## src/rtl/pu_pkg.sv

```systemverilog
// Shared constants for the PU feeder: calc-state codes, FSM encoding, default sizes.
package pu_pkg;

    localparam int unsigned DEF_COLS      = 5;
    localparam int unsigned DEF_ROWS      = 5;
    localparam int unsigned DEF_T_COLS    = 5;
    localparam int unsigned DEF_T_ROWS    = 5;
    localparam int unsigned DEF_I_F_BW    = 8;
    localparam int unsigned DEF_W_BW      = 8;
    localparam int unsigned DEF_B_BW      = 8;
    localparam int unsigned DEF_ACT_BW    = 8;
    localparam int unsigned DEF_K_BW      = 8;
    localparam int unsigned DEF_DRAIN_CYC = 6;

    localparam logic [1:0] CS_IDLE  = 2'b00;
    localparam logic [1:0] CS_FIRST = 2'b01;
    localparam logic [1:0] CS_ACC   = 2'b10;
    localparam logic [1:0] CS_FLUSH = 2'b11;

    localparam logic [1:0] ST_IDLE  = 2'b00;
    localparam logic [1:0] ST_FEED  = 2'b01;
    localparam logic [1:0] ST_DRAIN = 2'b10;
    localparam logic [1:0] ST_OUT   = 2'b11;

endpackage

```

## src/rtl/pu_feeder.sv

```systemverilog
// Feeds a job's fmap/weight beats into the PU array, waits out the PU pipeline,
// then presents the captured activation row with a valid/ready handshake.
module pu_feeder
    import pu_pkg::*;
#(
    parameter int unsigned COLS      = DEF_COLS,
    parameter int unsigned ROWS      = DEF_ROWS,
    parameter int unsigned T_COLS    = DEF_T_COLS,
    parameter int unsigned T_ROWS    = DEF_T_ROWS,
    parameter int unsigned I_F_BW    = DEF_I_F_BW,
    parameter int unsigned W_BW      = DEF_W_BW,
    parameter int unsigned B_BW      = DEF_B_BW,
    parameter int unsigned ACT_BW    = DEF_ACT_BW,
    parameter int unsigned K_BW      = DEF_K_BW,
    parameter int unsigned DRAIN_CYC = DEF_DRAIN_CYC
) (
    input  logic                            clk,
    input  logic                            rst_n,
    input  logic                            i_start,
    input  logic [2:0]                      i_layer,
    input  logic [B_BW-1:0]                 i_bias,
    input  logic [K_BW-1:0]                 i_num_k,
    input  logic                            i_src_valid,
    output logic                            o_src_ready,
    input  logic [I_F_BW*ROWS*T_ROWS-1:0]   i_src_fmap,
    input  logic [W_BW*COLS*T_COLS-1:0]     i_src_weight,
    output logic                            o_en_tf,
    output logic [1:0]                      o_cal_state,
    output logic [2:0]                      o_layer_state,
    output logic [I_F_BW*ROWS*T_ROWS-1:0]   o_fmap,
    output logic [W_BW*COLS*T_COLS-1:0]     o_weight,
    output logic [B_BW-1:0]                 o_bias,
    input  logic [ACT_BW*COLS*T_COLS-1:0]   i_act_data,
    output logic                            o_res_valid,
    input  logic                            i_res_ready,
    output logic [ACT_BW*COLS*T_COLS-1:0]   o_res_data,
    output logic                            o_busy,
    output logic                            o_done
);

    localparam int unsigned FMAP_W = I_F_BW * ROWS * T_ROWS;
    localparam int unsigned WGT_W  = W_BW * COLS * T_COLS;
    localparam int unsigned ACT_W  = ACT_BW * COLS * T_COLS;

    logic [1:0]        state_q,     state_d;
    logic [K_BW-1:0]   cnt_q,       cnt_d;      // beats remaining in FEED, drain cycles left in DRAIN
    logic              first_q,     first_d;
    logic              en_tf_q,     en_tf_d;
    logic [1:0]        cal_q,       cal_d;
    logic [2:0]        layer_q,     layer_d;
    logic [B_BW-1:0]   bias_q,      bias_d;
    logic [FMAP_W-1:0] fmap_q,      fmap_d;
    logic [WGT_W-1:0]  weight_q,    weight_d;
    logic              res_valid_q, res_valid_d;
    logic [ACT_W-1:0]  res_data_q,  res_data_d;
    logic              fire_c;

    // A beat moves whenever upstream offers one while we are feeding
    assign fire_c = i_src_valid && (state_q == ST_FEED);

    // Next-state and registered-output logic
    always_comb begin
        state_d     = state_q;
        cnt_d       = cnt_q;
        first_d     = first_q;
        en_tf_d     = 1'b0;
        cal_d       = CS_IDLE;
        layer_d     = layer_q;
        bias_d      = bias_q;
        fmap_d      = fmap_q;
        weight_d    = weight_q;
        res_valid_d = res_valid_q;
        res_data_d  = res_data_q;
        case (state_q)
            ST_IDLE: begin
                if (i_start) begin
                    layer_d = i_layer;
                    bias_d  = i_bias;
                    cnt_d   = (i_num_k == '0) ? K_BW'(1) : i_num_k;
                    first_d = 1'b1;
                    state_d = ST_FEED;
                end
            end
            ST_FEED: begin
                if (fire_c) begin
                    en_tf_d  = 1'b1;
                    fmap_d   = i_src_fmap;
                    weight_d = i_src_weight;
                    cal_d    = first_q ? CS_FIRST : CS_ACC;
                    first_d  = 1'b0;
                    // Last beat: reuse the counter to time the PU pipeline drain
                    if (cnt_q == K_BW'(1)) begin
                        cnt_d   = K_BW'(DRAIN_CYC);
                        state_d = ST_DRAIN;
                    end else begin
                        cnt_d = cnt_q - K_BW'(1);
                    end
                end
            end
            ST_DRAIN: begin
                if (cnt_q == '0) begin
                    res_data_d  = i_act_data;
                    res_valid_d = 1'b1;
                    state_d     = ST_OUT;
                end else begin
                    cnt_d = cnt_q - K_BW'(1);
                    cal_d = CS_FLUSH;
                end
            end
            ST_OUT: begin
                if (i_res_ready) begin
                    res_valid_d = 1'b0;
                    state_d     = ST_IDLE;
                end
            end
            default: state_d = ST_IDLE;
        endcase
    end

    // State and output registers
    always_ff @(posedge clk or negedge rst_n) begin
        if (!rst_n) begin
            state_q     <= ST_IDLE;
            cnt_q       <= '0;
            first_q     <= 1'b0;
            en_tf_q     <= 1'b0;
            cal_q       <= CS_IDLE;
            layer_q     <= '0;
            bias_q      <= '0;
            fmap_q      <= '0;
            weight_q    <= '0;
            res_valid_q <= 1'b0;
            res_data_q  <= '0;
        end else begin
            state_q     <= state_d;
            cnt_q       <= cnt_d;
            first_q     <= first_d;
            en_tf_q     <= en_tf_d;
            cal_q       <= cal_d;
            layer_q     <= layer_d;
            bias_q      <= bias_d;
            fmap_q      <= fmap_d;
            weight_q    <= weight_d;
            res_valid_q <= res_valid_d;
            res_data_q  <= res_data_d;
        end
    end

    assign o_src_ready   = (state_q == ST_FEED);
    assign o_busy        = (state_q != ST_IDLE);
    assign o_done        = (state_q == ST_OUT) && i_res_ready;
    assign o_en_tf       = en_tf_q;
    assign o_cal_state   = cal_q;
    assign o_layer_state = layer_q;
    assign o_bias        = bias_q;
    assign o_fmap        = fmap_q;
    assign o_weight      = weight_q;
    assign o_res_valid   = res_valid_q;
    assign o_res_data    = res_data_q;

endmodule

```

## config.mk

```make
export PLATFORM = sky130hd
export DESIGN_NAME = pu_feeder
export DESIGN_NICKNAME = d
export VERILOG_FILES = /design/src/rtl/pu_pkg.sv /design/src/rtl/pu_feeder.sv
export SDC_FILE = /design/constraint.sdc
export NUM_CORES = 1
export LEC_CHECK = 0
export BUFFER_PORTS_ARGS = -buffer_cell sky130_fd_sc_hd__buf_4
export CAP_MARGIN = 20
export CORE_AREA = 2 2 482 484
export DETAILED_ROUTE_END_ITERATION = 8
export DIE_AREA = 0 0 484 486
export SYNTH_ARGS = -nofsm -noshare
export SYNTH_HDL_FRONTEND = slang
export SYNTH_SLANG_ARGS = --single-unit
```

## constraint.sdc

```tcl
create_clock -name clk -period 5.7 [get_ports clk]
set_input_delay 0.285 -clock clk [delete_from_list [all_inputs] [get_ports clk]]
set_output_delay 0.285 -clock clk [all_outputs]
set_load 0.02 [all_outputs]
```

==> flow_results.org, run 1 <==
** Status
- The run finished with clean final reports.

** Timing
- Actual transition at the worst max-transition pin :: 1112 ps
- Minimum clock period after layout :: 3335 ps
- Fin crit share :: 58.51%
- Minimum setup slack in the final design :: 2365 ps
- The final-report max-slew violation count is 0.
- For the final database, setup skew stands at 57.02 ps.
- In this run the tightest slew margin relative to its limit is 25.84%.
- Final Setup Violations :: 0
- For this run, the top clock speed supported by timing is 0.2999 GHz.
- Setup repair after global routing missed its margin :: no
- Sum of negative setup slack :: 0 ps
- The count of final hold-check violations came to 0.

** Yosys
- After synthesis, the share of flip-flops with an asynchronous set or reset is 100.0%.
- During synthesis, Yosys emitted a total of 0 warnings.
- The most used flip-flop cell after synthesis is sky130_fd_sc_hd__dfrtp_1.
- Cell area after technology mapping :: 24160 um2
- Mean post-synth cell area :: 10.78 um2
- Number of enable-type register cells in the synthesized netlist :: 0
- For this run, the register share of the synthesized area comes to 64.84%.
- Synthesis produced a netlist whose cell count is 2241.
- After synthesis the netlist holds a flip-flop and latch count of 626.
- The netlist uses 40 different library cells.
- Synth Net Count :: 2874

** Setup path
- Slowest CP cell :: sky130_fd_sc_hd__buf_4
- The worst setup path is launched from a flop.
- Cells traversed along the worst timing path :: inv_1, ha_1, nand2_4, inv_8, buf_4, nand2_1, nand2_1
- Critical Path Fanout Max :: 108
- Crit path buf inv count :: 3
- Most common cell on crit path :: sky130_fd_sc_hd__nand2_1
- Data on the critical path arrives at its endpoint at approximately 4000 ps.
- In this run the number of cells on the critical path is 7.
- Data on the critical path is required at its endpoint by between 6000 and 7000 ps.
- The cell family contributing the most delay on the critical path is buffers and inverters.
- The critical path in this run is classified as reg2reg.
- STA classifies the critical path endpoint as a flop.
- Path depth of the worst reg2reg path :: 7
- Largest incremental delay on the critical path :: between 600 and 700 ps

** Global route
- Wire length of the first global-routing pass :: between 200000 and 300000 um
- Number of antenna violations at the first check in global routing :: around 150
- The number of global-route vias before repair was 26180.
- Global routing finished with a remaining overflow of 0.
- Total routing resource utilization after global routing :: between 10% and 20%
- Entering global routing, the biggest net connects 175 pins.

** Placement
- During placement, the flow inserted port buffers numbering 1241.
- Routability-driven placement finished with a final weighted congestion of 0.9080.
- Half-perimeter wire length of the detailed placement result :: 162800 um
- At the placement stage, the worst setup path has a slack of 2449 ps.

** Finish
- In the final layout, the share of cells above drive strength 1 is between 30% and 40%.
- Leading cell types in the layout, fill and taps excluded :: 1248 x sky130_fd_sc_hd__buf_4, 1202 x sky130_fd_sc_hd__nand2_1, 626 x sky130_fd_sc_hd__dfrtp_1
- For this run, the post-layout net count is 4728.
- Relative to the synthesized area, the layout overhead comes to 91.60%.
- Counting the fill cells in the layout gives 25080.
- Leaving out fill and tap cells, the most frequent cell in the layout is sky130_fd_sc_hd__buf_4.

** Clock network
- The H-tree generated during clock tree synthesis spans 3 levels.
- Buffers inserted during clock tree synthesis total 85.
- CTS placed an instance of sky130_fd_sc_hd__clkbuf_16 at the clock tree root.
- The clock passes through at most 3 buffers.
- TritonCTS built the clock tree.
- Number of buffers added for setup after CTS :: 0
- Total number of clock tree sinks :: between 600 and 700
- After clock tree synthesis, the clock-pin slew on the worst setup and hold paths is 60 ps.
- The number of gates resized after CTS was 0.
- Source-to-sink clock delay at the later pin of the worst-skew pair :: ~730 ps

** Routing
- In the routed design, unresolved DRC markers number 0.
- Remaining antenna violation count :: 0
- Mean number of vias per cell :: about 3.4
- In this run, the number of DRC markers left after iteration 0 of detailed routing was 1207.
- Vias after detailed routing :: 24460
- After detailed routing, the average wire length per cell comes to between 20 and 30 um.
- After detailed routing, the total wire length is between 150000 and 200000 um.
- The first detailed-routing pass took 5 iterations.

** Floorplanning
- For this design the top-level I/O count stands at 1242.
- Row cnt :: 176
- Placeable core region :: 229500 um2
- Die W :: 484 um
- Initial core utilization :: 10.53%
- Die Ht :: 486 um
- Area of the die :: 235200 um2

** Pwr
- In this run the static leakage power is 0.02304 uW.
- The worst-case IR drop observed on VDD is 0.3135 mV.
- The design draws approximately 27000 uW.
- P per Cell Area :: 583.4 nW/um2

** Min path
- The tightest min-delay check is of the in2async type.

** Job
- Max_cap viols :: 0
==> registers in the layout (all words and copies together), names as in the netlist, 2 cells and up <==
signal and count:
state_q 2, o_layer_state 3, cnt_q 8, o_fmap 200
o_cal_state 2, o_weight 200, o_bias 8, o_res_data 200
==> per-stage QoR <==
step	utilization, %	cell area (um2)	hold WS [ps]	cells
after detailed placement	16.12	36980	395.8	6412
after CTS	20.10	46110	48.69	7190
final	20.17	46290	92.60	7261
after global routing	20.15	46230	123.4	7236
after floorplan	-	24160	-10.59	2241
after global placement	16.12	36980	379.5	6412
==> report_power, final <==
part,leakage [uW],internal (uW),switching [uW]
sequential,0.00766,6580,1340
combinational,0.0140,4830,8590
clock,0.00141,3290,2390
total,0.0230,14700,12300
==> cell families (layout without fill, tap and decap cells) <==
logic type	Yosys count	count (layout)	synth area share (%)
buffers and inverters	128	2051	2.486
multiplexers	214	214	11.74
AO/OA/AOI/OAI	36	36	1.124
AND/OR/NAND/NOR	1228	1228	19.34
other	0	71	0
flip-flops	626	626	64.84
adder cells (fa/ha/maj)	9	9	0.4661
==> cell type report <==
type | instances | area (um2) | area share [%]
Clock buffer | 112 | 2380 | 5.141
Clock inverter | 44 | 525.5 | 1.135
Timing Repair Buffer | 1880 | 15790 | 34.11
Antenna cell | 71 | 177.7 | 0.3838
Inverter | 15 | 63.81 | 0.1379
Sequential cell | 626 | 15670 | 33.84
Tap cell | 3026 | 3786 | 8.179
Multi-Input combinational cell | 1487 | 7900 | 17.07
==> per-layer routing <==
metal	global-route usage, %	share of wire [%]	vias up
met1	15.97	34	11830
met4	5.197	3.4	60
li1	-	-	10880
met5	0	0.21	-
met3	14.36	19	353
met2	24.45	43	1341
==> worst paths after layout <==
path	from	to	slack, ps
max	state_q[1]	o_weight[1]	2370
min reg2reg	o_fmap[103]	o_fmap[103]	470
max in group asynchronous	rst_n	o_res_data[191]	3970
min	rst_n	o_res_data[179]	90
min in group clk	i_src_valid	cnt_q[7]	180
max reg2reg	state_q[1]	o_weight[1]	2370
==> synth_stat cells (4+ instances only) <==
library cell | number | area (um2)
sky130_fd_sc_hd__nand2_1 | 1203 | 4516
sky130_fd_sc_hd__o2bb2ai_1 | 5 | 43.79
sky130_fd_sc_hd__mux2_4 | 114 | 1712
sky130_fd_sc_hd__a21oi_1 | 6 | 30.03
sky130_fd_sc_hd__nor2_1 | 7 | 26.28
sky130_fd_sc_hd__a32oi_1 | 5 | 43.79
sky130_fd_sc_hd__inv_1 | 14 | 52.55
sky130_fd_sc_hd__buf_2 | 12 | 60.06
sky130_fd_sc_hd__buf_1 | 4 | 15.01
sky130_fd_sc_hd__o211ai_1 | 5 | 37.54
sky130_fd_sc_hd__buf_6 | 14 | 157.7
sky130_fd_sc_hd__ha_1 | 9 | 112.6
sky130_fd_sc_hd__mux2_2 | 98 | 1104
sky130_fd_sc_hd__o21ai_0 | 4 | 20.02
sky130_fd_sc_hd__dfrtp_1 | 626 | 15670
sky130_fd_sc_hd__and2_1 | 4 | 25.02
sky130_fd_sc_hd__clkbuf_1 | 83 | 311.6
==> what timing repair did <==
| item | 4_1_cts | 5_1_grt |
|---|---|---|
| endpoints found under the setup margin | 0 | 0 |
| hold endpoints to repair | 704 | 0 |
| hold buffers | 622 | 0 |
No activity file was read; power rests on OpenSTA's default activity.
==> run 2, diff against run 1 <==
--- a/config.mk
+++ b/config.mk
@@ -7,9 +7,9 @@
 export LEC_CHECK = 0
 export BUFFER_PORTS_ARGS = -buffer_cell sky130_fd_sc_hd__buf_4
 export CAP_MARGIN = 20
-export CORE_AREA = 2 2 482 484
+export CORE_AREA = 2 2 483 485
 export DETAILED_ROUTE_END_ITERATION = 8
-export DIE_AREA = 0 0 484 486
+export DIE_AREA = 0 0 485 487
 export SYNTH_ARGS = -nofsm -noshare
 export SYNTH_HDL_FRONTEND = slang
 export SYNTH_SLANG_ARGS = --single-unit
==> constraint.sdc (replaced) <==
create_clock -name clk -period 3.3 [get_ports clk]
set_input_delay 0.165 -clock clk [delete_from_list [all_inputs] [get_ports clk]]
set_output_delay 0.165 -clock clk [all_outputs]
set_load 0.02 [all_outputs]
==> flow_results.org, run 2 (synthesis results as in run 1) <==
** Clock network
- Clock buffer count from CTS :: 85 (unchanged)
- The buffers inserted during post-CTS setup optimization was 0 (unchanged).
- The number of sinks handled by clock tree synthesis is 626 (unchanged).
- The CTS clock-pin slew for the worst setup and hold paths is 60 ps (about the same).
- Source-to-sink clock delay at the later pin of the worst-skew pair :: 720 ps (about the same)
- Cell chosen for the clock root :: sky130_fd_sc_hd__clkbuf_16
- The clock tree buffer depth is 3 (unchanged).
- TritonCTS clock tree :: yes
- The total number of H-tree levels was 3 (unchanged).

** Floorplanning
- The standard cell core area came to 231400 um2 (+0.86%).
- The chip height was 487 um (+0.21%).
- The floorplan die area was 236200 um2 (+0.41%).
- The number of standard-cell rows in the floorplan is 177 (+0.57%).
- Die W :: 485 um (+0.21%)
- Number of I/O pins :: 1242 (unchanged)
- The starting density of the core came to 10.44% (-0.090 points).

** Routing
- The overall via count from detail_route came to 24300 (-0.64%).
- Number of iterations in the first detailed-routing pass :: 5 (unchanged)
- Initial DRC count :: 1136 (-5.9%)
- The average wire per standard cell was 24.52 um (-9.1%).
- Remaining antenna violation count :: 0 (unchanged)
- The remaining routing DRC violations came to 0 (unchanged).
- The total wirelength of the detailed-routed design was 178800 um (-8.7%).
- Mean number of vias per cell :: 3.334 (-1.0%)

** Timing
- Setup repair after global routing left no endpoint under its margin.
- Minimum clock period after layout :: 2643 ps (-691.4 ps)
- Maximum clock rate :: 0.3783 GHz (+26%)
- The ratio of final minimum period to clock period came to 80.10% (+22 points).
- The worst max-slew margin expressed relative to the limit is 28.20% (+2.4 points).
- The total negative slack for setup checks came to 0 ps (unchanged).
- Hold Fails Final Rpt :: 0 (unchanged)
- The final-report max-slew violation count is 0 (unchanged).
- The setup clock skew after layout was 33.44 ps (-23.58 ps).
- The count of final setup violators was 0 (unchanged).
- Actual transition at the worst max-transition pin :: 1077 ps (-35.38 ps)

** Setup path
- The logic depth of the worst register-to-register path is 8 (+1).
- Critical Path Fanout Max :: 55 (-49%)
- In this run the critical register-to-register path is captured at o_fmap[77].
- The worst setup path is of the reg2reg kind.
- The slack of the worst reg-to-reg path came to 660 ps (-1710 ps).
- Reg2Reg Launch Point :: state_q[1]
- Kind of start point of the critical path :: flop
- Walking the worst path, the cells encountered are inv_1, ha_1, nand2_4, inv_8, buf_12, nand2_1, nand2_1, dlygate4sd3_1.
- Largest incremental delay on the critical path :: 530 ps (-80 ps)
- The data required time of the critical path came to 3960 ps (-2400 ps).
- The largest individual stage delay along the critical path comes from the cell sky130_fd_sc_hd__dlygate4sd3_1.
- Arrival time at the worst endpoint :: 3300 ps (-700 ps)
- In this run the worst setup path terminates at o_fmap[77].
- Counting stages on the worst path, the most repeated cell is sky130_fd_sc_hd__nand2_1.
- The worst setup path is captured at a flop.
- The most critical setup path has its startpoint at state_q[1].

** Global route
- Met2 demand-to-capacity share in global routing :: 22.85% (-1.6 points)
- The global routing met1 resource utilization came to 15.31% (-0.66 points).
- Total routing resource utilization after global routing :: 14.61% (-1.6 points)
- Largest net degree at the start of global routing :: 104 (-41%)
- The first-pass GRT wire length came to 230700 um (-8.3%).
- The met3 track utilization from global routing came to 9.371% (-5.0 points).
- Vias in the first global route :: 25720 (-1.8%)
- The number of antenna violations at the first check in global routing is 144 (-4.6%).
- Global-route layer with the greatest usage :: met2
- Residual overflow from global routing :: 0 (unchanged)

** Pwr
- The overall power consumption came to 45340 uW (+68%).
- The maximum ir drop on the vdd rail came to 0.5232 mV (+67%).
- The switching share of total power was 44.02% (-1.6 points).
- The part of the total power dissipated in combinational logic came to 48.6% (-1.1 points).
- Sequential share of power :: 30.2% (+0.9 points)
- The net load switching power was 19960 uW (+62%).
- The leakage power figure was 0.02318 uW (+0.62%).
- The clock share of power came to 21.3% (+0.3 points).
- The internal power was 25380 uW (+73%).
- P per Cell Area :: 974.7 nW/um2 (+67%)

** Finish
- Final net count :: 4757 (+0.61%)
- Number of standard cells in the final layout excluding fillers :: 7290 (+0.40%)
- Leading cell types in the layout, fill and taps excluded :: 1265 x sky130_fd_sc_hd__buf_4, 1202 x sky130_fd_sc_hd__nand2_1, 627 x sky130_fd_sc_hd__dlygate4sd3_1
- Most common library cell in the layout ignoring fill and taps :: sky130_fd_sc_hd__buf_4
- Fillers :: 25140 (+0.25%)
- Area grow syn2layout :: 92.56%
- Core utilization of the finished layout :: 20.10% (-0.072 points)
- The total non-filler cell area in the finished layout came to 46520 um2 (+0.50%).
- The fraction of final layout cells sized beyond drive strength 1 is 39.04% (+0.13 points).

** Placement
- The quantity of I/O buffers inserted on ports came to 1241 (unchanged).
- Half-perimeter wire length of the detailed placement result :: 147400 um (-9.5%)
- Number of cells after detailed placement :: 6453 (+0.64%)
- The cell area after placement was 37270 um2 (+0.78%).
- Placer's final routability congestion estimate :: 0.8728 (-3.9%)

** Job
- Max_cap viols :: 0 (unchanged)

** Min path
- The min-delay analysis places its worst path in the category in2reg.

** Status
- Outcome :: complete, no violations
==> run 2: cell types whose count changed in the layout (fill, tap and decap cells not counted), sizes merged <==
cell,before,now
dlygate4sd3,622,627
diode,71,56
clkbuf,112,114
clkinvlp,8,4
buf,1258,1282
inv,22,26
clkinv,22,18
==> run 2: per-layer routing <==
layer / vias to the layer above / part of all wire, %
li1: 10880 / -
met1: 11630 / 36
met2: 1339 / 44
met3: 422 / 14
met4: 38 / 5.6
met5: - / 0.14
==> run 2: layout make-up <==
class,instances,area [um2],share of cell area [%]
repair buffers,1909,16110,34.63
flip-flops and latches,626,15670,33.67
multi-input cells,1487,7900,16.98
well taps,3043,3807,8.185
clock buffers,114,2336,5.022
clock inverters,40,498.0,1.070
diodes,56,140.1,0.3012
inverters,15,63.81,0.1372
==> run 2: what timing repair did <==
action / in CTS / in global routing
gates resized for setup: 0 / 0
hold buffers: 627 / 0
hold endpoints to repair: 794 / 0
setup endpoints to repair: 0 / 0
==> run 2: power by group through the flow <==
stage,Combinational (uW),Clock [uW],Sequential (uW)
5_1_grt,23700,10300,14100
3_3_place_gp,21500,0,13500
2_1_floorplan,5140,0,17700
4_1_cts,22400,10100,13600
6_report,22000,9650,13700
3_5_place_dp,21600,0,13700
==> run 2: critical path, delay by kind of cell, from the launching register on <==
| family | cells | cell delay [ps] |
|---|---|---|
| adder cells (fa/ha/maj) | 1 | 430 |
| buffers and inverters | 4 | 1280 |
| flip-flops | 1 | 410 |
| AND/OR/NAND/NOR | 3 | 380 |
==> run 2: metrics by stage <==
stage	setup WS [ps]	hold WS, ps
detailed placement	869.9	208.0
floorplan	1311	-130.6
finish	656.5	185.0
global placement	930.0	202.1
CTS	629.1	66.73
global route	477.0	132.1
==> run 2: worst min path at each step <==
| stage | startpoint | endpoint | depth (start not counted) |
|---|---|---|---|
| 3_3_place_gp | rst_n | o_fmap[140] | 1 |
| 6_report | i_src_fmap[159] | o_fmap[159] | 4 |
| 2_1_floorplan | rst_n | cnt_q[0] | 0 |
| 5_1_grt | i_src_fmap[175] | o_fmap[175] | 4 |
| 4_1_cts | i_src_fmap[175] | o_fmap[175] | 4 |
| 3_5_place_dp | rst_n | o_fmap[136] | 1 |
==> run 3, diff against run 2 <==
--- a/config.mk
+++ b/config.mk
@@ -5,11 +5,12 @@
 export SDC_FILE = /design/constraint.sdc
 export NUM_CORES = 1
 export LEC_CHECK = 0
+export ABC_AREA = 1
 export BUFFER_PORTS_ARGS = -buffer_cell sky130_fd_sc_hd__buf_4
 export CAP_MARGIN = 20
-export CORE_AREA = 2 2 483 485
+export CORE_AREA = 2 2 482 484
 export DETAILED_ROUTE_END_ITERATION = 8
-export DIE_AREA = 0 0 485 487
+export DIE_AREA = 0 0 484 486
 export SYNTH_ARGS = -nofsm -noshare
 export SYNTH_HDL_FRONTEND = slang
 export SYNTH_SLANG_ARGS = --single-unit
==> constraint.sdc (replaced) <==
create_clock -name clk -period 2.6 [get_ports clk]
set_input_delay 0.13 -clock clk [delete_from_list [all_inputs] [get_ports clk]]
set_output_delay 0.13 -clock clk [all_outputs]
set_load 0.02 [all_outputs]
==> flow_results.org, run 3 <==
** Finish
- Fraction of layout cells with a size suffix above 1 :: 30.54% (-8.5 points)
- Most common library cell in the layout ignoring fill and taps :: sky130_fd_sc_hd__nand2_1
- Leading cell types in the layout, fill and taps excluded :: 1862 x sky130_fd_sc_hd__nand2_1, 1263 x sky130_fd_sc_hd__buf_4, 657 x sky130_fd_sc_hd__dlygate4sd3_1
- The count of fill cells added during filler insertion came to 25010 (-0.52%).
- Core utilization of the finished layout :: 20.28% (+0.18 points)
- Final net count :: 5269 (+11%)
- Relative to the synthesized area, the layout overhead comes to 93.95%.

** Min path
- The tightest min-delay check is of the in2reg type.
- For hold timing, the worst endpoint is o_fmap[1].
- In this run the most critical hold path is launched from i_src_fmap[1].
- Worst hold path depth :: 4 (unchanged)

** Timing
- Sum of negative setup slack :: 0 ps (unchanged)
- Slew HR :: 32.78% (+4.6 points)
- The top achievable clock speed was 0.4047 GHz (+7.0%).
- The count of final hold-check violations was 0 (unchanged).
- The setup clock skew after layout came to 35.32 ps (+1.878 ps).
- The final-report max-slew violation count came to 0 (unchanged).
- Final Setup Violations :: 0 (unchanged)
- Minimum clock period after layout :: 2471 ps (-172.8 ps)
- The measured slew at the worst slew-check pin was 1005 ps (-71.96 ps).
- Setup repair after global routing left no endpoint under its margin.
- Fin crit share :: 95.03% (+15 points)

** Floorplanning
- Initial core utilization :: 10.46% (+0.019 points)
- The horizontal die dimension was 484 um (-0.21%).
- Area of the die :: 235200 um2 (-0.41%)
- The standard cell core area was 229500 um2 (-0.85%).
- The I/O pin count came to 1242 (unchanged).
- The number of standard-cell rows in the floorplan came to 176 (-0.56%).
- The chip height was 486 um (-0.21%).

** Global route
- Wire length of the first global-routing pass :: 232100 um (+0.61%)
- The overall routing resource usage was 14.31% (-0.30 points).
- The overall overflow remaining after global route is 0 (unchanged).
- The number of antenna violations at the first check in global routing came to 107 (-26%).
- The maximum number of pins on one net before global-route repair was 131 (+26%).
- Vias in the first global route :: 28140 (+9.4%)

** Clock network
- The number of buffers inserted during clock tree synthesis is 83 (-2.4%).
- Cell chosen for the clock root :: sky130_fd_sc_hd__clkbuf_16
- The CTS clock-pin slew for the worst setup and hold paths was 60 ps (about the same).
- Max H-tree Level :: 3 (unchanged)
- Total number of clock tree sinks :: 626 (unchanged)
- Source-to-sink clock delay at the later pin of the worst-skew pair :: 730 ps (about the same)
- The clock tree buffer depth is 3 (unchanged).
- TritonCTS built the clock tree.

** Yosys
- Most numerous cell types in the synthesized netlist :: 1863 x sky130_fd_sc_hd__nand2_1, 626 x sky130_fd_sc_hd__dfrtp_1, 66 x sky130_fd_sc_hd__buf_2, 31 x sky130_fd_sc_hd__clkbuf_1, 31 x sky130_fd_sc_hd__nor2_1
- The fraction of post-synthesis cell area in the top cell type by area is 65.28% (+0.44 points).
- Synthesis Warnings :: 0 (unchanged)
- Ys flop type :: sky130_fd_sc_hd__dfrtp_1
- The flip-flop and latch count after synthesis was 626 (unchanged).
- Mean post-synth cell area :: 8.748 um2 (-19%)
- Proportion of register bits with asynchronous set or reset after synthesis :: 100.0% (unchanged)
- By area the synthesized netlist is led by sky130_fd_sc_hd__dfrtp_1 65%, sky130_fd_sc_hd__nand2_1 29%, sky130_fd_sc_hd__buf_2 1.4%.
- Cell area after technology mapping :: 24000 um2 (-0.67%)
- The gate count after technology mapping is 2743 (+22%).
- The number of flops mapped to enable cells by yosys came to 0 (unchanged).
- Sequential cell area fraction in the yosys report :: 65.28% (+0.44 points)
- The count of cell types in the netlist came to 21 (-48%).
- The synthesized net count came to 3376 (+17%).
- Among all cell types in the netlist, the one instantiated most often is sky130_fd_sc_hd__nand2_1.
- Cell taking the most area after synthesis :: sky130_fd_sc_hd__dfrtp_1

** Setup path
- The slack of the worst reg-to-reg path came to 130 ps (-530 ps).
- The logic depth of the worst register-to-register path was 9 (+1).
- Kind of start point of the critical path :: flop
- Critical Path Fanout Max :: 5 (-91%)
- On the critical path, the stage with the largest delay is an instance of sky130_fd_sc_hd__dlygate4sd3_1.
- Crit end category :: flop
- The signal on the critical path passes through inv_2, ha_2, nand2_1, inv_2, clkbuf_16, nand2_1, dlygate4sd3_1, nand2_1, dlygate4sd3_1.
- The data required time of the critical path came to 3240 ps (-720 ps).
- Counting stages on the worst path, the most repeated cell is sky130_fd_sc_hd__nand2_1.
- The signal arrival time at the worst endpoint came to 3110 ps (-190 ps).
- Largest incremental delay on the critical path :: 560 ps (+30 ps)
- Endpoint of the lowest-slack register-to-register path :: o_bias[7]
- WS Path Type :: reg2reg
- Reg2Reg Launch Point :: state_q[0]

** Status
- Outcome :: complete, no violations

** Job
- Max_cap viols :: 0 (unchanged)

** Placement
- Half-perimeter wire length of the detailed placement result :: 141300 um (-4.1%)
- Placer's final routability congestion estimate :: 0.9821 (+13%)
- Number of port buffers :: 1241 (unchanged)

** Pwr
- The maximum ir drop on the vdd rail is 0.5309 mV (+1.5%).
- Pleak :: 0.02307 uW (-0.48%)
- The power density relative to cell area was 1226 nW/um2 (+26%).

** Routing
- DRC errors left :: 0 (unchanged)
- The number of nets with antenna violations after routing came to 0 (unchanged).
- Post-DR wirelength/cell :: 22.40 um (-8.7%)
- Number of iterations in the first detailed-routing pass :: 6 (+1)
- The total wirelength of the detailed-routed design is 174400 um (-2.5%).
- The overall via count from detail_route is 26780 (+10%).
- The vias per cell was 3.441 (+3.2%).
- The number of DRC markers in iteration 0 is 1608 (+42%).
run 3: final cells by class:
| cell class | instances | area, um2 | share of cell area, % |
|---|---|---|---|
| clock buffers | 114 | 2366 | 5.084 |
| repair buffers | 1944 | 16540 | 35.53 |
| inverters | 29 | 123.9 | 0.2661 |
| flip-flops and latches | 626 | 15670 | 33.66 |
| clock inverters | 37 | 409.1 | 0.8791 |
| multi-input cells | 1952 | 7512 | 16.14 |
| diodes | 56 | 140.1 | 0.3011 |
| well taps | 3026 | 3786 | 8.135 |
run 3: routing by layer:
layer / GRT usage, % / routed length, um
met5: 0 / 336
met4: 6.270 / 8112
met3: 9.667 / 26800
met2: 22.02 / 75610
met1: 15.10 / 63500
run 3: through the flow:
step | hold slack (ps) | total power, uW | instance area [um2] | setup WS, ps | std cells
2_1_floorplan | -165.6 | 28250 | 24000 | 970.9 | 2743
5_1_grt | 98.72 | 60580 | 46510 | 25.71 | 7771
3_5_place_dp | 89.21 | 44100 | 36990 | 562.2 | 6917
3_3_place_gp | 74.33 | 43810 | 36990 | 639.7 | 6917
4_1_cts | 44.00 | 57730 | 46350 | 33.17 | 7725
6_report | 141.2 | 57050 | 46540 | 129.3 | 7784
run 3: report_power, final:
| group | switching (uW) | internal (uW) | leakage [uW] |
|---|---|---|---|
| registers | 3030 | 14400 | 0.00714 |
| clock network | 4970 | 6910 | 0.00135 |
| logic | 17800 | 9900 | 0.0146 |
run 3: kinds of logic after synthesis:
group                      Yosys count  share of synthesized area (%)
and+or+nand+nor                   1911                          30.05
buffers and inverters              165                          3.488
AOI/OAI and AO/OA                   29                         0.6048
xor gates and xnor gates             3                         0.1095
DFF                                626                          65.28
adders and majority gates            9                         0.4693
run 3: worst max-delay path: cells and delay by family, from the launching register on:
family / cells / cell delay, ps
and+or+nand+nor: 3 / 190
buffers and inverters: 5 / 1540
DFF: 1 / 440
adders and majority gates: 1 / 200
run 3: what timing repair did:
item,CTS,global route
endpoints found under the setup margin,0,10
setup buffers,0,2
endpoints found under the hold margin,1250,0
hold buffers,657,0
resized for setup,0,7
run 3: worst max-delay path by stage:
stage	start	to
5_1_grt	state_q[1]	o_bias[0]
6_report	state_q[0]	o_bias[7]
4_1_cts	state_q[0]	o_bias[1]
3_3_place_gp	cnt_q[0]	o_res_data[193]
2_1_floorplan	state_q[1]	cnt_q[2]
3_5_place_dp	cnt_q[0]	o_res_data[146]
